`config.mk`:
```
export PLATFORM = sky130hd
export DESIGN_NAME = cv32e40s_data_obi_responder
export DESIGN_NICKNAME = d
export VERILOG_FILES = /design/src/rtl/cv32e40s_data_obi_responder.sv
export SDC_FILE = /design/constraint.sdc
export NUM_CORES = 1
export LEC_CHECK = 0
export ABC_AREA = 1
export CAP_MARGIN = 10
export CELL_PAD_IN_SITES_DETAIL_PLACEMENT = 0
export CELL_PAD_IN_SITES_GLOBAL_PLACEMENT = 1
export CORE_AREA = 4 4 126 128
export DETAILED_ROUTE_END_ITERATION = 10
export DIE_AREA = 0 0 130 132
export GPL_ROUTABILITY_DRIVEN = 1
export GPL_TIMING_DRIVEN = 0
export HOLD_SLACK_MARGIN = 0.12
export PLACE_DENSITY_LB_ADDON = 0.1
export SLEW_MARGIN = 30
export SYNTH_ARGS = -nofsm -noshare
export SYNTH_HDL_FRONTEND = slang
export SYNTH_SLANG_ARGS = --single-unit
```
`constraint.sdc`:
```
create_clock -name clk -period 5.3 [get_ports clk]
set_input_delay 0.795 -clock clk [delete_from_list [all_inputs] [get_ports clk]]
set_output_delay 0.795 -clock clk [all_outputs]
set_load 0.02 [all_outputs]
```
`src/rtl/cv32e40s_data_obi_responder.sv`:
```
// OBI data-side responder with Xsecure integrity: checks reqpar/achk on the A channel,
// forwards clean transfers to an in-order backend, returns responses with gntpar/rvalidpar/rchk.
module cv32e40s_data_obi_responder #(
  parameter int MAX_OUTSTANDING = 2
) (
  input  logic        clk,
  input  logic        rst,
  input  logic        obi_req_i,
  input  logic        obi_reqpar_i,
  input  logic [31:0] obi_addr_i,
  input  logic        obi_we_i,
  input  logic [3:0]  obi_be_i,
  input  logic [31:0] obi_wdata_i,
  input  logic [2:0]  obi_prot_i,
  input  logic [1:0]  obi_memtype_i,
  input  logic        obi_dbg_i,
  input  logic [11:0] obi_achk_i,
  output logic        obi_gnt_o,
  output logic        obi_gntpar_o,
  output logic        obi_rvalid_o,
  output logic        obi_rvalidpar_o,
  output logic [31:0] obi_rdata_o,
  output logic        obi_err_o,
  output logic [4:0]  obi_rchk_o,
  output logic        mem_req_o,
  input  logic        mem_ready_i,
  output logic [31:0] mem_addr_o,
  output logic        mem_we_o,
  output logic [3:0]  mem_be_o,
  output logic [31:0] mem_wdata_o,
  input  logic        mem_rvalid_i,
  input  logic [31:0] mem_rdata_i,
  input  logic        mem_err_i,
  output logic        integrity_err_o
);

  // Handshakes: an OBI transfer moves on obi_req_i & obi_gnt_o; a backend transfer
  // moves on mem_req_o & mem_ready_i; obi_rvalid_o and mem_rvalid_i have no back-pressure.
  localparam int CW = $clog2(MAX_OUTSTANDING + 1);

  logic [CW-1:0] cnt_q;
  logic [CW-1:0] bcnt_q;
  logic          local_q;
  logic [11:0]   achk_exp;
  logic          achk_ok;
  logic          space;
  logic          mem_accept;
  logic          bad_gnt;
  logic          rsp_mem;
  logic          spurious;

  assign achk_exp = {^obi_wdata_i[31:24], ^obi_wdata_i[23:16], ^obi_wdata_i[15:8], ^obi_wdata_i[7:0],
                     1'b0, ~^obi_dbg_i, ~^{obi_be_i, obi_we_i}, ~^{obi_prot_i, obi_memtype_i},
                     ^obi_addr_i[31:24], ^obi_addr_i[23:16], ^obi_addr_i[15:8], ^obi_addr_i[7:0]};
  assign achk_ok  = (obi_achk_i == achk_exp);

  // A pending local error response blocks new grants so it can never collide with backend data.
  assign space      = (cnt_q < CW'(MAX_OUTSTANDING)) && !local_q;
  assign mem_req_o  = obi_req_i & achk_ok & space;
  assign mem_accept = mem_req_o & mem_ready_i;
  assign bad_gnt    = obi_req_i & !achk_ok & space & (bcnt_q == '0);
  assign obi_gnt_o  = mem_accept | bad_gnt;

  assign mem_addr_o  = obi_addr_i;
  assign mem_we_o    = obi_we_i;
  assign mem_be_o    = obi_be_i;
  assign mem_wdata_o = obi_wdata_i;

  assign rsp_mem  = mem_rvalid_i & (bcnt_q != '0);
  assign spurious = mem_rvalid_i & (bcnt_q == '0);

  assign obi_gntpar_o    = ~obi_gnt_o;
  assign obi_rvalidpar_o = ~obi_rvalid_o;
  assign obi_rchk_o      = {^{obi_err_o, 1'b0}, ^obi_rdata_o[31:24], ^obi_rdata_o[23:16],
                            ^obi_rdata_o[15:8], ^obi_rdata_o[7:0]};

  always_ff @(posedge clk or posedge rst) begin
    if (rst) begin
      cnt_q  <= '0;
      bcnt_q <= '0;
    end else begin
      case ({obi_gnt_o, obi_rvalid_o})
        2'b10:   cnt_q <= cnt_q + CW'(1);
        2'b01:   cnt_q <= cnt_q - CW'(1);
        default: cnt_q <= cnt_q;
      endcase
      case ({mem_accept, rsp_mem})
        2'b10:   bcnt_q <= bcnt_q + CW'(1);
        2'b01:   bcnt_q <= bcnt_q - CW'(1);
        default: bcnt_q <= bcnt_q;
      endcase
    end
  end

  always_ff @(posedge clk or posedge rst) begin
    if (rst) begin
      local_q         <= 1'b0;
      obi_rvalid_o    <= 1'b0;
      obi_rdata_o     <= '0;
      obi_err_o       <= 1'b0;
      integrity_err_o <= 1'b0;
    end else begin
      integrity_err_o <= (obi_req_i == obi_reqpar_i) | (obi_req_i & !achk_ok) | spurious;
      if (rsp_mem) begin
        obi_rvalid_o <= 1'b1;
        obi_rdata_o  <= mem_rdata_i;
        obi_err_o    <= mem_err_i;
        if (bad_gnt) local_q <= 1'b1;
      end else if (local_q) begin
        obi_rvalid_o <= 1'b1;
        obi_rdata_o  <= '0;
        obi_err_o    <= 1'b1;
        local_q      <= 1'b0;
      end else begin
        obi_rvalid_o <= 1'b0;
        if (bad_gnt) local_q <= 1'b1;
      end
    end
  end

endmodule

```
Yosys cells after proc, flatten, opt, wreduce, memory -nomap -nowiden
Index checks and enable logic that the tools add are counted.
{"block": "totals", "input_bits": 126, "word_cells": 68, "out_inout_bits": 113, "reg_bits": 40}
{"block": "op_classes", "add_sub_neg": 4, "order_cmp": 1, "muxes": 12, "n_eq_ne": 7, "bitwise_logic": 14, "n_reduce_logical": 23}
{"cell": "$reduce_xor A8 Y1", "count": 12}
{"cell": "$mux W32", "count": 2}
{"cell": "$eq A12 B12 Y1", "count": 1}
{"cell": "$reduce_xnor A5 Y1", "count": 2}
{"cell": "$and A1 B1 Y1", "count": 8}
{"cell": "$mux W1", "count": 8}
{"cell": "$pmux W2 S2", "count": 2}
{"cell": "$reduce_bool A2 Y1", "count": 4}
{"cell": "$add A2 B1 Y2 const B", "count": 2}
{"cell": "$eq A2 B1 Y1 const B", "count": 2}
{"cell": "$eq A2 B2 Y1 const B", "count": 2}
{"cell": "$sub A2 B1 Y2 const B", "count": 2}
{"cell": "$not A1 Y1", "count": 3}
{"cell": "$or A1 B1 Y1", "count": 3}
{"cell": "$logic_not A1 Y1", "count": 2}
{"cell": "$logic_not A2 Y1", "count": 1}
{"cell": "$lt A2 B2 Y1 const B", "count": 1}
{"cell": "$ne A2 B2 Y1 const B", "count": 1}
{"cell": "$reduce_xor A2 Y1", "count": 1}
{"cell": "$eq A1 B1 Y1", "count": 1}
{"cell": "$logic_and A1 B1 Y1", "count": 1}

Longest topological paths before layout
{"block": "depth", "depth_word": 9, "ltp_mapped": 20, "depth_no_buf": 20}

Worst setup path after synthesis
OpenSTA, ideal clock, no wires.
{"block": "synth_path", "path_type": "in2out", "startpoint": "input obi_addr_i[2]", "endpoint": "output obi_gntpar_o", "t_arrival_ns": 2.087, "slack_ns": 2.418, "required_ns": 4.505, "n_path_buf": 0, "path_stages": 15, "path_cell_list": "inv_1 or2_1 nand2_2 inv_1 nand2_2 nand2_1 nand2_1 nand2_1 nor2_2 nand2_1 nor2_2 nand2_2 nand2_2 inv_1 nor2_1"}
{"block": "synth_between", "elab_chain_len": 8, "word_cells_on_any_way": 11, "cone_classes": "eq/ne: 1; bitwise: 8; reduce/logical: 2"}
{"element": "start, declared", "line": "10", "rtl": "input logic [31:0] obi_addr_i,"}
{"element": "$reduce_xor A8 Y1 (*)", "line": "54", "rtl": "^obi_addr_i[31:24], ^obi_addr_i[23:16], ^obi_addr_i[15:8], ^obi_addr_i[7:0]};"}
{"element": "$eq A12 B12 Y1 (*)", "line": "55", "rtl": "assign achk_ok = (obi_achk_i == achk_exp);"}
{"element": "$logic_not A1 Y1", "line": "61", "rtl": "assign bad_gnt = obi_req_i & !achk_ok & space & (bcnt_q == '0);"}
{"element": "$and A1 B1 Y1 (3 in series)", "line": "61"}
{"element": "$or A1 B1 Y1 (*)", "line": "62", "rtl": "assign obi_gnt_o = mem_accept | bad_gnt;"}
{"element": "$not A1 Y1 (*)", "line": "72", "rtl": "assign obi_gntpar_o = ~obi_gnt_o;"}
{"element": "end, declared", "line": "19", "rtl": "output logic obi_gntpar_o,"}
Every way passes the cells marked *; elsewhere a longest branch is shown, timed or not.

Worst setup path after layout
{"block": "layout_path", "startpoint": "input obi_wdata_i[1]", "endpoint": "output obi_gntpar_o"}
{"block": "layout_between", "elab_chain_len": 8, "word_cells_on_any_way": 11, "cone_classes": "eq/ne: 1; bitwise: 8; reduce/logical: 2"}
{"element": "start, declared", "line": "13", "rtl": "input logic [31:0] obi_wdata_i,"}
{"element": "$reduce_xor A8 Y1 (*)", "line": "52", "rtl": "assign achk_exp = {^obi_wdata_i[31:24], ^obi_wdata_i[23:16], ^obi_wdata_i[15:8], ^obi_wdata_i[7:0],"}
{"element": "$eq A12 B12 Y1 (*)", "line": "55"}
{"element": "$logic_not A1 Y1", "line": "61"}
{"element": "$and A1 B1 Y1 (3 in series)", "line": "61"}
{"element": "$or A1 B1 Y1 (*)", "line": "62"}
{"element": "$not A1 Y1 (*)", "line": "72"}
Marked as above.

==> results.tsv <==
metric	value	unit
synth_top_area_frac	0.267	
postRouteAntennaNets	0	
synth.area.top_cells	dfrtp_1 27%, nand2_1 22%, buf_4 14%	
die_w	130	um
first_pass_iters	4	
final_nets	927	
track_usage	0.130	
clk_latency	0.28	ns
design_area	6520	um2
post-place-ws	1.20	ns
setup_ws	1.27	ns
core	14900	um2
hold_viol_final	0	
layout_commonest_cell	clkdlybuf4s50_1	
period_minus_slack	4.03	ns
final_core_util	0.439	
placed_area	6390	um2
synthCells	553	
hold_ws	0.474	ns
status	completed	
htree_levels	2	
via_per_inst	4.04	
timing.critical_path.arrival	3.23	ns
core.rowCount	45	
synth.distinct_cells	26	
clockBufferDepth	2	
cts_root_buffer	clkbuf_16	
peakVddDrop	0.378	mV
antenna_found_initial	0	
post_drt_wl_per_cell	11.7	um
io_buffer_count	238	
yosysSeqAreaShare	0.267	
period_share	0.759	
cts_setup_buffers	0	
numCtsBuffers	5	
crit_type	in2out	
cts.hold.buffers_added	0	
drv_slew	0	
grt_max_degree	26	
routabilityCongestion	0.772	
synth_top_cell_by_area	dfrtp_1	
rsz0062_at_grt	no	
power.leakage	3.29	nW
worst-slew-pin-transition	0.504	ns
dp_hpwl	9960	um
p_per_area	426	nW/um2
maxCapViolations	0	
drcViolationCount	0	
yosysWarnings	0	
required	4.51	ns
grt_pass1_vias	3913	
ys_ff_latch	40	
avgSynthCellArea	6.78	um2
antenna_cells	0	
drt_wl_total	11600	um
start_util	0.252	
overflow	0	
area_growth	74.0	%
die_y	132	um
path_clk_slew	0.06	ns
ios	239	
tns	0	ns
fmax	0.248	GHz
syn_nets	681	
setup-violations-final	0	
crit_path_start_kind	primary input	
clock_sinks	40	
syn_area	3750	um2
post_cts_resized	0	
slew-limit-headroom	0.664	
r2r_slack	3.14	ns
fin_skew	0.00628	ns
most-common-layout-cells	238 x clkdlybuf4s50_1, 216 x nand2_1, 72 x inv_1, 70 x buf_4, 40 x dfrtp_1	
hp-class	reg2reg	
die_area	17200	um2
post_route_cells_drive_above_1_share	0.128	
drt_first_iter_violations	118	
tritoncts	yes	
grt_pass1_wl	18400	um
end_kind	primary output	
dr_total_vias	3989	
path_max_fanout	4	
## critical path: stages
cell,delay [ns]
clkdlybuf4s50_1,0.53
nor2_1,0.08
nor2_2,0.12
nand2_1,0.05
nand2_1,0.06
nand2_1,0.06
nand3_1,0.12
nand2_1,0.11
nor2_2,0.08
nand2_1,0.06
nor2_2,0.12
nand2_2,0.09
nand2_2,0.09
inv_1,0.04
nor2_1,0.14
clkdlybuf4s50_1,0.66
## cell usage after synthesis, drive strengths merged
library cell and number:
nand2 223, inv 74, buf 73, dfrtp 40
xnor2 38, a22o 32, nor2 22, nand3 15
xor2 12, nand3b 7, clkbuf 3, o21ai 3
a21oi 2, ha 2, nand4 2, a22oi 1
clkinv 1, nor4 1, o22a 1, or2 1
## logic make-up (layout without fill, tap and decap cells)
family                     after synthesis  in the layout  synth area share
and+or+nand+nor                        271            271             0.301
AOI/OAI and AO/OA                       39             39            0.0858
xor gates and xnor gates                50             50             0.117
adders and majority gates                2              2           0.00667
DFF                                     40             40             0.267
buffers and inverters                  151            397             0.222
## flip-flops by register name, indices dropped and copies added (netlist names)
| register | cells |
|---|---|
| bcnt_q | 2 |
| cnt_q | 2 |
| integrity_err_o | 1 |
| local_q | 1 |
| obi_err_o | 1 |
| obi_rdata_o | 32 |
| obi_rvalid_o | 1 |
## stage by stage
stage,instances,power [mW]
after floorplan,553,1.68
after global placement,979,2.49
after detailed placement,980,2.51
after CTS,987,2.81
after global routing,987,2.96
final,987,2.78
## routing by layer
layer / GRT usage / share of wire
met1: 0.158 / 0.42
met2: 0.228 / 0.49
met4: 0.0277 / 0.013
met5: 0 / 0
met3: 0.0369 / 0.078
## report_power, final
group / internal (mW) / total (mW) / leakage (nW) / switching [mW]
combinational: 0.995 / 1.89 / 2.73 / 0.891
clock: 0.171 / 0.292 / 0.0657 / 0.121
sequential: 0.457 / 0.602 / 0.492 / 0.146
## area by class of cell
type | instances | area (um2)
multi-input combinational | 362 | 1910
fill | 1493 | 8340
buffer | 76 | 552
inverter | 75 | 282
clock inverter | 2 | 12.5
sequential | 40 | 1000
clock buffer | 5 | 125
timing repair buffer | 239 | 2400
tap | 188 | 235
## path summary, 6_finish.rpt
path,startpoint,end,cells past startpoint
max,obi_wdata_i[1],obi_gntpar_o,16
min,bcnt_q[1],bcnt_q[1],1
max reg2reg,bcnt_q[0],bcnt_q[1],9
min reg2reg,bcnt_q[1],bcnt_q[1],1
max in group asynchronous,rst,obi_rdata_o[1],3
min in group asynchronous,rst,obi_rdata_o[17],2
Note: power is estimated with default switching activity, not from simulation.
